<file path="src/rtl/context_sequencer.sv">
// context_sequencer: context memory plus a sequencer that issues num_ctx
// context words per iteration, iter_count times, into a PE configuration
// input. The memory is loaded while idle. The issued word is registered.
// A no-op context (all zeros) is driven whenever the sequencer is not running.
module context_sequencer #(
  parameter int ContextWidth = 22,
  parameter int Depth        = 16,
  parameter int AddrWidth    = $clog2(Depth)
) (
  input  logic                    clk,
  input  logic                    rst,
  input  logic                    cfg_wr_en,
  input  logic [AddrWidth-1:0]    cfg_wr_addr,
  input  logic [ContextWidth-1:0] cfg_wr_data,
  input  logic                    start,
  input  logic [AddrWidth:0]      num_ctx,
  input  logic [15:0]             iter_count,
  input  logic                    stall,
  output logic [ContextWidth-1:0] configuration,
  output logic [AddrWidth-1:0]    ctx_index,
  output logic                    busy,
  output logic                    done,
  output logic                    wr_err,
  output logic [1:0]              dbg_state
);

  // Control semantics: start is a level sampled every cycle and is accepted
  // only in IDLE. There is no ready signal; a start seen in RUN or FINISH is
  // simply dropped. Configuration writes are accepted only in IDLE. A write
  // attempted in any other state is dropped and reported by a one-cycle
  // wr_err pulse on the following cycle.

  typedef enum logic [1:0] {
    IDLE   = 2'd0,
    RUN    = 2'd1,
    FINISH = 2'd2
  } state_e;

  localparam logic [AddrWidth:0] DepthV = (AddrWidth+1)'(Depth);

  state_e                  state_q, state_d;
  logic [ContextWidth-1:0] mem_q [Depth];
  logic [ContextWidth-1:0] cfg_q, cfg_d;
  logic [AddrWidth-1:0]    idx_q, idx_d;
  logic [AddrWidth-1:0]    pc_q, pc_d;
  logic [15:0]             iter_q, iter_d;
  logic [AddrWidth:0]      num_q, num_d;
  logic [15:0]             iters_q, iters_d;
  logic                    wr_err_q, wr_err_d;

  logic start_ok;
  logic last_pc;
  logic last_iter;

  // A run is only meaningful with 1..Depth contexts and a non-zero iteration count.
  assign start_ok  = (num_ctx != '0) && (num_ctx <= DepthV) && (iter_count != 16'd0);
  assign last_pc   = ({1'b0, pc_q} == (num_q - (AddrWidth+1)'(1)));
  assign last_iter = (iter_q == (iters_q - 16'd1));

  // State register.
  always_ff @(posedge clk) begin
    if (rst) state_q <= IDLE;
    else     state_q <= state_d;
  end

  // Next-state logic. A rejected start still passes through FINISH so the
  // caller always gets a done pulse.
  always_comb begin
    state_d = state_q;
    unique case (state_q)
      IDLE: begin
        if (start) state_d = start_ok ? RUN : FINISH;
      end
      RUN: begin
        if (!stall && last_pc && last_iter) state_d = FINISH;
      end
      FINISH:  state_d = IDLE;
      default: state_d = IDLE;
    endcase
  end

  // State-decoded outputs.
  always_comb begin
    busy      = (state_q == RUN);
    done      = (state_q == FINISH);
    dbg_state = state_q;
  end

  // Datapath next-state. Memory is read on RUN edges only. A write in the
  // same cycle as an accepted start is therefore always seen by the run.
  always_comb begin
    cfg_d    = cfg_q;
    idx_d    = idx_q;
    pc_d     = pc_q;
    iter_d   = iter_q;
    num_d    = num_q;
    iters_d  = iters_q;
    wr_err_d = cfg_wr_en && (state_q != IDLE);
    unique case (state_q)
      IDLE: begin
        cfg_d = '0;
        if (start && start_ok) begin
          num_d   = num_ctx;
          iters_d = iter_count;
          pc_d    = '0;
          iter_d  = 16'd0;
        end
      end
      RUN: begin
        if (!stall) begin
          cfg_d = mem_q[pc_q];
          idx_d = pc_q;
          if (last_pc) begin
            pc_d   = '0;
            iter_d = iter_q + 16'd1;
          end else begin
            pc_d = pc_q + AddrWidth'(1);
          end
        end
      end
      FINISH:  cfg_d = '0;
      default: cfg_d = '0;
    endcase
  end

  // Datapath registers. Reset clears everything except the context memory.
  always_ff @(posedge clk) begin
    if (rst) begin
      cfg_q    <= '0;
      idx_q    <= '0;
      pc_q     <= '0;
      iter_q   <= 16'd0;
      num_q    <= '0;
      iters_q  <= 16'd0;
      wr_err_q <= 1'b0;
    end else begin
      cfg_q    <= cfg_d;
      idx_q    <= idx_d;
      pc_q     <= pc_d;
      iter_q   <= iter_d;
      num_q    <= num_d;
      iters_q  <= iters_d;
      wr_err_q <= wr_err_d;
    end
  end

  // Context memory: written only while idle. It is deliberately not reset.
  always_ff @(posedge clk) begin
    if (cfg_wr_en && (state_q == IDLE)) mem_q[cfg_wr_addr] <= cfg_wr_data;
  end

  assign configuration = cfg_q;
  assign ctx_index     = idx_q;
  assign wr_err        = wr_err_q;

endmodule

</file>
<file path="config.mk">
export PLATFORM = sky130hd
export DESIGN_NAME = context_sequencer
export DESIGN_NICKNAME = d
export VERILOG_FILES = /design/src/rtl/context_sequencer.sv
export SDC_FILE = /design/constraint.sdc
export NUM_CORES = 1
export LEC_CHECK = 0
export CAP_MARGIN = 20
export CORE_MARGIN = 2
export CORE_UTILIZATION = 50
export DETAILED_ROUTE_END_ITERATION = 10
export PLACE_DENSITY = 0.71
export SYNTH_ARGS = -nofsm -noshare
export SYNTH_HDL_FRONTEND = slang
export SYNTH_SLANG_ARGS = --single-unit
export TNS_END_PERCENT = 5
</file>
<file path="constraint.sdc">
create_clock -name clk -period 3.7 [get_ports clk]
set_clock_uncertainty 0.05 [all_clocks]
set_input_delay 0.74 -clock clk [delete_from_list [all_inputs] [get_ports clk]]
set_output_delay 0.74 -clock clk [all_outputs]
set_load 0.005 [all_outputs]
</file>
After elaboration in Yosys (flattened, before gate mapping). Memories as Yosys holds them, arrays and structs flattened. A register that Yosys moved wholly into a read port is not among the register bits. Cells that the tools add are included. Widths: inputs -> output; s select.

Add/sub/neg operators: 4. Order comparisons: 1. Equal/unequal tests: 9. Muxes and demuxes: 14. Bitwise operators: 2. Reductions and logical operators: 20.

Operators by type and width (count): $mux 16 (3); $pmux 16 s2 (1); $add 16x1->16 const B (1); $eq 16x16->1 (1); $reduce_bool 16->1 (1); $sub 16x1->16 const B (1); $mux 4 (3); $pmux 4 s2 (1); $logic_and 1x1->1 (7); $mux 2 (3); $ne 2x2->1 const B (3); $reduce_and 2->1 (3); $eq 4x5->1 (1); $le 5x5->1 const B (1); $reduce_bool 5->1 (1); $sub 5x1->5 const B (1); $add 4x1->4 const B (1); $ne 2x1->1 const B (2); $pmux 2 s2 (1); $reduce_and 4->1 (1); $reduce_bool 2->1 (2); $reduce_and 3->1 (1); $eq 2x1->1 const B (1); $eq 2x2->1 const B (1); other kinds (5) (8).

Bits in registers: 48. RAM bits: 352. Input port bits: 52. Output and inout bits: 31. Memories kept: 1.

Memory list: mem_q (depth 16, bits a word 22, rd ports 1, clocked after Yosys merged registers in 1, wr ports 1, line 42) `logic [ContextWidth-1:0] mem_q [Depth];`.

Depth between registers and ports, before layout. Gate-level depths: netlist (run 1).

Depth in word-level cells: 6. Mapped depth: 10.

Worst setup path before layout (run 1). Ideal clock, no wire load.

Kind: in2reg. Start point: input cfg_wr_addr[1]. End point: memory mem_q[0][0], enable pin. Data arrival time: 2.710 ns. Setup slack: 0.511 ns. Stages on the path: 2. Path buffers: 0. Cells stage by stage: or3_1 -> nor3_1.

RTL lines: start, declared (line 13) `input logic [AddrWidth-1:0] cfg_wr_addr,`; end, declared (line 42).

Straight into the memory's write port.

Final worst setup path (run 1).
Start point: register state_q[0] (netlist: dbg_state[0]). End point: output busy.

Longest elaborated chain between the ends: 1.

Ends and longest elaborated chain: start, declared (line 41) `state_e state_q, state_d;`; start signal, assigned (line 63) `else state_q <= state_d;`; $eq 2x1->1 (line 84) `busy = (state_q == RUN);`; end, declared (line 21) `output logic busy,`.

No other way between the ends.

==> run summary, run 1 <==
CP Data Arrival Time: 2.04 ns
crit path launch: dbg_state[0]$_SDFFE_PP0P_
CP max-delay cell: clkdlybuf4s50_1
leading area contributor after synthesis: edfxtp_1
TritonCTS clock tree: built
Worst EP required: 2.91 ns
initial core utilization: 50.4%
final-stage net count: 1080
CP delay by family, top: buffers and inverters
DRC: 0
DR iter-0 viols: 693
first-pass GRT wire length: 55100 um
Final Cell Area: 19700 um^2
layout cell share with drive strength beyond 1: 21.9%
number of global-route vias before repair: 8947
Core Region: 33300 um^2
top-area cell type share of the netlist area: 63.0%
Main synth FF type: edfxtp_1
Mapped Cells: 909
worst-path cell chain: nand2b_1 -> inv_1 -> clkdlybuf4s50_1
flop and latch count out of synthesis: 422
Root Driver: clkbuf_16
# IOs: 83
Die Span X: 187 um
Layout area overhead: 17.6%
hold_sp: ctx_index[2]$_SDFFE_PP0P_
DRT antenna net count: 0
element type at the critical path start: register
H-tree depth: 2
Worst Path Buf+Inv: 2
antenna violations before repair: 1
Die Ht: 187 um
Num CTS Buffers: 43
largest net degree at the start of global routing: 45
PortBufs: 82
post-cts resize count: 0
Clock Tree Buf Depth: 3
GRT Overall Usage: 21.2%
Placed Area: 18300 um^2
Final Power: 0.0103 W
nature of the critical path endpoint: output port
Cell variety after synth: 52
CTS clk-pin slew, worst paths: 0.06 ns
Vias: 8856
RSZ-0062 raised after global routing: false
outcome: complete, no violations
worst-path fanout max: 7
pwr/cell area: 520 nW/um^2
most common cell in the netlist: edfxtp_1
WL final: 36800 um
Max Cap Viol: 0
Syn Nets: 965
Hold-fix buffers, CTS: 0
Synth top cells by count: edfxtp_1 (352), mux4_2 (110), nor2_1 (79)
Vias/cell: 5.88
mean area per synthesized cell: 18.5 um^2
Overflow after GRT: 0
clk sinks: 422
drt pass-1 iters: 5
critical path class: reg -> out
Core Rows: 67
post-route minimum period: 2.83 ns
synth top area cells: edfxtp_1 (63%), mux4_2 (15%), dfxtp_1 (8.4%)
synth warn: 0
Final TNS setup: 0 ns
Max Slew Vio Count: 0
LEAKAGE: 6.37 nW
Tcrit/Tclk final: 76.5%
dpl hpwl: 20300 um
worst vdd ir: 0.000360 V
Routability Congestion: 0.855
Fin. Hold Viols: 0
Slew @ Worst Pin: 0.703 ns
Mapped Area: 16800 um^2
fmax: 353 MHz
Post-synth EDFFs: 352
endpoints failing setup: 0
die area: 35000 um^2
worst hold-check path type: reg -> reg
worst skew pair latency: 0.56 ns
postcts setup bufs: 0
CP max stage delay: 0.58 ns
Reg2Reg Launch Point: iters_q[0]$_SDFFE_PP0P_
Post-synth ARST share: 0%
Rel. slew slack: 53.0%
register area share after synthesis: 71.3%
drt wl/cell: 24.4 um
-- final cells by class --
cell class                      instances  area [um^2]
Fill cell                            2433        13600
Sequential cell                       422        12000
Multi-Input combinational cell        429         4610
Clock buffer                           58         1160
Timing Repair Buffer                  115         1110
Tap cell                              448          561
Clock inverter                         21          241
Inverter                               13         48.8
Antenna cell                            1         2.50
-- sequential cells by signal, indices dropped and copies added (netlist names) --
signal / flops
iter_q: 16
dbg_state: 2
mem_q: 352
iters_q: 16
pc_q: 4
configuration: 22
wr_err: 1
ctx_index: 4
num_q: 5
-- worst paths after layout --
kind / endpoint / slack [ns] / cells past startpoint
hold reg to reg: ctx_index[2]$_SDFFE_PP0P_ / 0.44 / 2
setup reg to reg: dbg_state[0]$_SDFFE_PP0P_ / 0.99 / 7
hold / removal: ctx_index[2]$_SDFFE_PP0P_ / 0.44 / 2
setup / recovery: busy / 0.87 / 3
-- per-layer routing --
layer	GRT usage (%)	routed length, um
met5	0	0
met4	5.40	726
met3	4.32	2680
met2	35.1	18300
met1	29.1	15100
-- kinds of logic after synthesis --
kind of cell,synth area share [%]
multiplexers,17.4
AO/OA/AOI/OAI,2.58
XOR/XNOR,1.46
AND/OR/NAND/NOR,5.41
adder cells (fa/ha/maj),0.298
flip-flops,71.3
buffers and inverters,1.45
-- where the power goes --
part / switching (W) / internal [W] / total [W]
Sequential: 0.0000535 / 0.00521 / 0.00527
Clock: 0.00177 / 0.00250 / 0.00427
Combinational: 0.000357 / 0.000359 / 0.000716
Total: 0.00218 / 0.00807 / 0.0103
-- cells in the final DEF, fill, tap and decap left out, drive strengths merged, types with 4 or more instances in the layout --
cell type	n
mux2i	45
nor2	79
clkdlybuf4s50	81
or4	9
or3	7
nand3	9
a21oi	23
o21ai	14
buf	34
clkinv	14
edfxtp	352
xor2	16
nand2b	4
mux4	110
inv	14
xnor2	12
nand2	19
clkbuf	58
and4	5
o31ai	6
dfxtp	70
nor4	7
bufinv	4
nand3b	7
nor3	12
ha	4
-- worst register-to-register path, delay by kind of cell (launching register included) --
family | cells | cell delay (ns)
AND/OR/NAND/NOR | 2 | 1.33
AO/OA/AOI/OAI | 3 | 0.50
flip-flops | 1 | 0.37
adder cells (fa/ha/maj) | 1 | 0.24
buffers and inverters | 1 | 0.08
-- stage by stage --
stage / util, % / hold WS [ns] / setup WS, ns / cells
2_1_floorplan: - / 0.412 / 0.511 / 909
3_3_place_gp: 55.0 / 0.420 / 0.497 / 1427
6_report: 59.3 / 0.438 / 0.869 / 1507
4_1_cts: 59.3 / 0.435 / 0.848 / 1506
3_5_place_dp: 55.0 / 0.426 / 0.454 / 1427
5_1_grt: 59.3 / 0.467 / 0.776 / 1507
(Power assumes the default switching activity.)
==> run 2, diff against run 1 <==
Settings changed: PLACE_DENSITY 0.71 to 0.74.
Clock period 3.7 ns to 2.53 ns, I/O delays scaled along.
==> run 2 against run 1 <==
Critical path depth did not move. Combinational power rose by 62%. Sequential power rose by 46%. Total power rose by 47%. Cell count rose by 3.5%. Core utilization rose by 1.9 points. Global-route usage rose by 0.52 points. Sequential cell count did not move. Die area did not move. Critical path type unchanged. Largest cell class unchanged.
==> run summary, run 2 (synthesis results as in run 1) <==
worst skew pair latency: 0.54 ns
Worst EP required: 1.97 ns
DR iter-0 viols: 804
P_int: 0.0119 W
Die Ht: 187 um
Fin. Hold Viols: 0
Vias: 9117
Die Span X: 187 um
commonest non-fill, non-tap cells in the layout: edfxtp_1 (352), mux4_2 (110), clkdlybuf4s50_1 (81), nor2_1 (67)
Vias/cell: 5.84
Multi-input gate area: 4630 um^2
number of flip-flops under the largest register name: 352
initial core utilization: 50.4%
Core Rows: 67
number of fill cells: 2317
Root Driver: clkbuf_16
CTS clk-pin slew, worst paths: 0.06 ns
Layout area overhead: 21.4%
RSZ-0062 raised after global routing: false
M1 WL: 14900 um
Psw: 0.00324 W
dpl hpwl: 21500 um
Tcrit/Tclk final: 94.8%
clock power share: 41.5%
antenna violations before repair: 1
DRT antenna net count: 0
TritonCTS clock tree: built
worst-path fanout max: 10
worst hold-check path type: reg -> reg
Non-Filler Instances: 1560
nature of the critical path endpoint: output port
Max Slew Vio Count: 0
die area: 35000 um^2
Core Region: 33300 um^2
fmax: 417 MHz
layout cell share with drive strength beyond 1: 26.2%
largest net degree at the start of global routing: 31
CP max stage delay: 0.55 ns
worst vdd ir: 0.000632 V
commonest non-fill, non-tap cell in the layout: edfxtp_1
worst-path cell chain: nand2b_2 -> inv_1 -> clkdlybuf4s50_1
final-stage net count: 1133
Clock Tree Buf Depth: 3
DRC: 0
LEAKAGE: 6.70 nW
hold_sp: ctx_index[0]$_SDFFE_PP0P_
critical path class: reg -> out
outcome: complete, no violations
clk sinks: 422
Max Cap Viol: 0
# IOs: 83
Overflow after GRT: 0
Rel. slew slack: 57.8%
Slew @ Worst Pin: 0.634 ns
pwr/cell area: 742 nW/um^2
endpoints failing setup: 0
WL final: 37500 um
element type at the critical path start: register
Routability Congestion: 0.831
postcts setup bufs: 0
Net Sw Frac: 21.5%
Final TNS setup: 0 ns
drt pass-1 iters: 5
Num CTS Buffers: 43
share of power burned in combinational logic: 7.7%
number of global-route vias before repair: 9292
# placed instances: 1480
Reg with most FFs: mem_q
first-pass GRT wire length: 56700 um
GRT Overall Usage: 21.7%
Reg2Reg Launch Point: iters_q[0]$_SDFFE_PP0P_
CP max-delay cell: clkdlybuf4s50_1
CP Data Arrival Time: 1.84 ns
share of power burned in registers: 50.9%
post-route minimum period: 2.40 ns
storage element area: 12000 um^2
PortBufs: 82
Hold-fix buffers, CTS: 0
met3 WL post-DR: 2980 um
Top Layer Used: met4
drt wl/cell: 24.0 um
metal2 WL: 18800 um
H-tree depth: 2
crit path launch: dbg_state[1]$_SDFFE_PP0P_
==> run 2: area by class of cell <==
class	instances	area share, %
Antenna cell	1	0.0123
Clock buffer	54	5.59
Clock inverter	25	1.34
Inverter	13	0.240
Multi-Input combinational cell	429	22.8
Sequential cell	422	58.8
Tap cell	448	2.75
Timing Repair Buffer	168	8.47
==> run 2: repair_timing <==
action                     in CTS  in global routing
setup endpoints to repair       1                  4
gates resized for setup         1                  3
pin swaps                       0                  2
==> run 2: stage by stage <==
stage,total power (W),utilization [%],hold WS [ns],area (um^2),worst slack [ns]
after global routing,0.0156,61.2,0.443,20400,0.0472
final,0.0151,61.2,0.427,20400,0.132
after detailed placement,0.00899,56.9,0.421,18900,-0.368
after global placement,0.00896,56.9,0.418,18900,-0.320
after floorplan,0.00851,-,0.412,16800,-0.278
after CTS,0.0153,61.1,0.429,20300,0.0483
==> run 2: worst paths after layout <==
check	cells after the start	endpoint	slack [ns]
setup reg to reg	7	dbg_state[1]$_SDFFE_PP0P_	0.15
setup / recovery	3	busy	0.13
hold / removal	2	ctx_index[0]$_SDFFE_PP0P_	0.43
hold reg to reg	2	ctx_index[0]$_SDFFE_PP0P_	0.43
==> run 2: metal layers <==
metal	vias up	global-route usage [%]
met3	58	3.73
met4	0	5.65
li1	4022	-
met2	368	37.3
met1	4669	29.0
met5	-	0
==> run 2: power groups by stage <==
stage | sequential (W) | clock (W) | combinational [W]
2_1_floorplan | 0.00781 | 0 | 0.000701
5_1_grt | 0.00769 | 0.00666 | 0.00125
3_5_place_dp | 0.00783 | 0 | 0.00116
3_3_place_gp | 0.00782 | 0 | 0.00114
4_1_cts | 0.00768 | 0.00640 | 0.00117
6_report | 0.00768 | 0.00626 | 0.00116
==> run 2: worst max-delay path, delay by kind of cell (launching register included) <==
| family | cells | cell delay (ns) |
|---|---|---|
| DFF | 1 | 0.36 |
| and+or+nand+nor | 1 | 0.29 |
| buffers and inverters | 2 | 0.65 |
==> run 3, diff against run 2 <==
Settings changed: CORE_UTILIZATION 50 to 40, PLACE_DENSITY 0.74 to 0.62.
==> run 3 against run 2 <==
Die area increased by 24%. Clock-buffer cell count grew 10. Non-clock buffer count increased by 6. Critical path depth unchanged. Sequential power about the same. Register-to-register slack got worse by 0.03 ns. Maximum frequency is 2.2% lower. Critical path type unchanged. Critical endpoint unchanged. Highest routed layer is now met5.
==> run summary, run 3 (synthesis results as in run 1) <==
outcome: complete, no violations
die area: 43600 um^2
R2R depth: 7
TritonCTS clock tree: built
Multi-input gate area: 4660 um^2
CP max-delay cell: clkdlybuf4s50_1
Net Sw Frac: 21.1%
DRT antenna net count: 0
Max Slew Vio Count: 0
Placed Area: 19100 um^2
clk sinks: 422
# IOs: 83
Layout area overhead: 23.3%
Core Rows: 75
first-pass GRT wire length: 57300 um
Clock Tree Buf Depth: 3
final worst setup slack: 0.0777 ns
worst hold-check path type: reg -> reg
Hold Path Depth: 2
Die Ht: 209 um
Vias: 9004
commonest non-fill, non-tap cells in the layout: edfxtp_1 (352), mux4_2 (110), clkdlybuf4s50_1 (81), buf_4 (71), nor2_1 (67)
Root Driver: clkbuf_16
number of global-route vias before repair: 9205
worst-path cell chain: nand2b_2 -> inv_4 -> clkdlybuf4s50_1
RSZ-0062 raised after global routing: true
element type at the critical path start: register
drt pass-1 iters: 5
final-stage net count: 1140
PortBufs: 82
Overflow after GRT: 0
pwr/cell area: 756 nW/um^2
post-route minimum period: 2.45 ns
Worst EP required: 1.97 ns
Tcrit/Tclk final: 96.9%
number of flip-flops under the largest register name: 352
Die Span X: 209 um
CTS clk-pin slew, worst paths: 0.06 ns
nature of the critical path endpoint: output port
LEAKAGE: 6.80 nW
H-tree depth: 2
Rel. slew slack: 56.7%
CP max stage delay: 0.51 ns
Final Cell Area: 20700 um^2
share of power burned in registers: 49.1%
worst-path fanout max: 10
Reg with most FFs: mem_q
critical path depth: 3
Final Power: 0.0156 W
Worst Path Buf+Inv: 2
antenna violations before repair: 3
share of power burned in combinational logic: 7.5%
clock power share: 43.4%
DP Worst Slack: -0.401 ns
CP delay by family, top: buffers and inverters
WHS: 0.442 ns
CP Data Arrival Time: 1.90 ns
DRC: 0
largest net degree at the start of global routing: 46
drt wl/cell: 22.7 um
DR iter-0 viols: 828
WL final: 37600 um
fmax: 408 MHz
critical path class: reg -> out
Slew @ Worst Pin: 0.650 ns
commonest non-fill, non-tap cell in the layout: edfxtp_1
number of fill cells: 3484
layout cell share with drive strength beyond 1: 27.0%
Max Cap Viol: 0
Vias/cell: 5.42
Core Region: 41700 um^2
initial core utilization: 40.3%
worst skew pair latency: 0.57 ns
Num CTS Buffers: 44
storage element area: 12000 um^2
GRT Overall Usage: 17.6%
endpoints failing setup: 0
worst vdd ir: 0.000557 V
Routability Congestion: 0.832
Fin. Hold Viols: 0
P_int: 0.0123 W
Psw: 0.00330 W
dpl hpwl: 22600 um
-- run 3: cell count changes in the layout (fill, tap and decap cells not counted), moves of 3 or more --
cell        previous run  this run
nor2_4                 0         3
clkinvlp_4             4         0
buf_4                 65        71
clkinv_2               9         3
clkbuf_8               0         9
nor2_2                12         9
-- run 3: power by group through the flow --
stage                     clock (W)  sequential [W]  combinational [W]
final                       0.00678         0.00768            0.00118
after global routing        0.00720         0.00768            0.00128
after CTS                   0.00692         0.00768            0.00119
after detailed placement          0         0.00782            0.00118
after global placement            0         0.00782            0.00117
after floorplan                   0         0.00781           0.000701
-- run 3: path summary, 6_finish.rpt --
kind	start	end	slack, ns
setup reg to reg	iters_q[0]$_SDFFE_PP0P_	dbg_state[0]$_SDFFE_PP0P_	0.12
setup / recovery	dbg_state[1]$_SDFFE_PP0P_	busy	0.08
hold reg to reg	configuration[6]$_SDFFE_PP0N_	configuration[6]$_SDFFE_PP0N_	0.44
hold / removal	configuration[6]$_SDFFE_PP0N_	configuration[6]$_SDFFE_PP0N_	0.44
-- run 3: layout make-up --
cell class / instances / share of cell area, %
clock buffers: 64 / 6.12
repair buffers: 174 / 8.55
clock inverters: 17 / 1.34
diodes: 2 / 0.0242
well taps: 539 / 3.26
inverters: 13 / 0.248
multi-input cells: 429 / 22.5
flip-flops and latches: 422 / 57.9
-- run 3: metal layers --
layer	global-route usage (%)	wire length, um
met1	24.2	16600
met2	28.8	18300
met3	3.19	2020
met4	5.07	744
met5	0	11
-- run 3: what timing repair did --
item                       CTS  global route
setup buffers                0             0
pin swaps                    0             2
setup endpoints to repair    1            13
gates resized for setup      3             4
hold buffers                 0             0
-- run 3: worst register-to-register path: stages (launching register included) --
cell and delay, ns:
dfxtp_1 0.31, inv_1 0.05, ha_1 0.15, or4b_2 0.61
or4b_2 0.65, a31oi_1 0.15, o22a_1 0.17, a41oi_1 0.11
-- run 3: per-stage QoR --
stage | instances | setup TNS, ns | util (%)
6_report | 1660 | 0 | 49.7
3_3_place_gp | 1577 | -8.13 | 45.9
2_1_floorplan | 909 | -16.22 | -
3_5_place_dp | 1577 | -8.96 | 45.9
4_1_cts | 1658 | 0 | 49.6
5_1_grt | 1658 | -0.0419 | 49.6
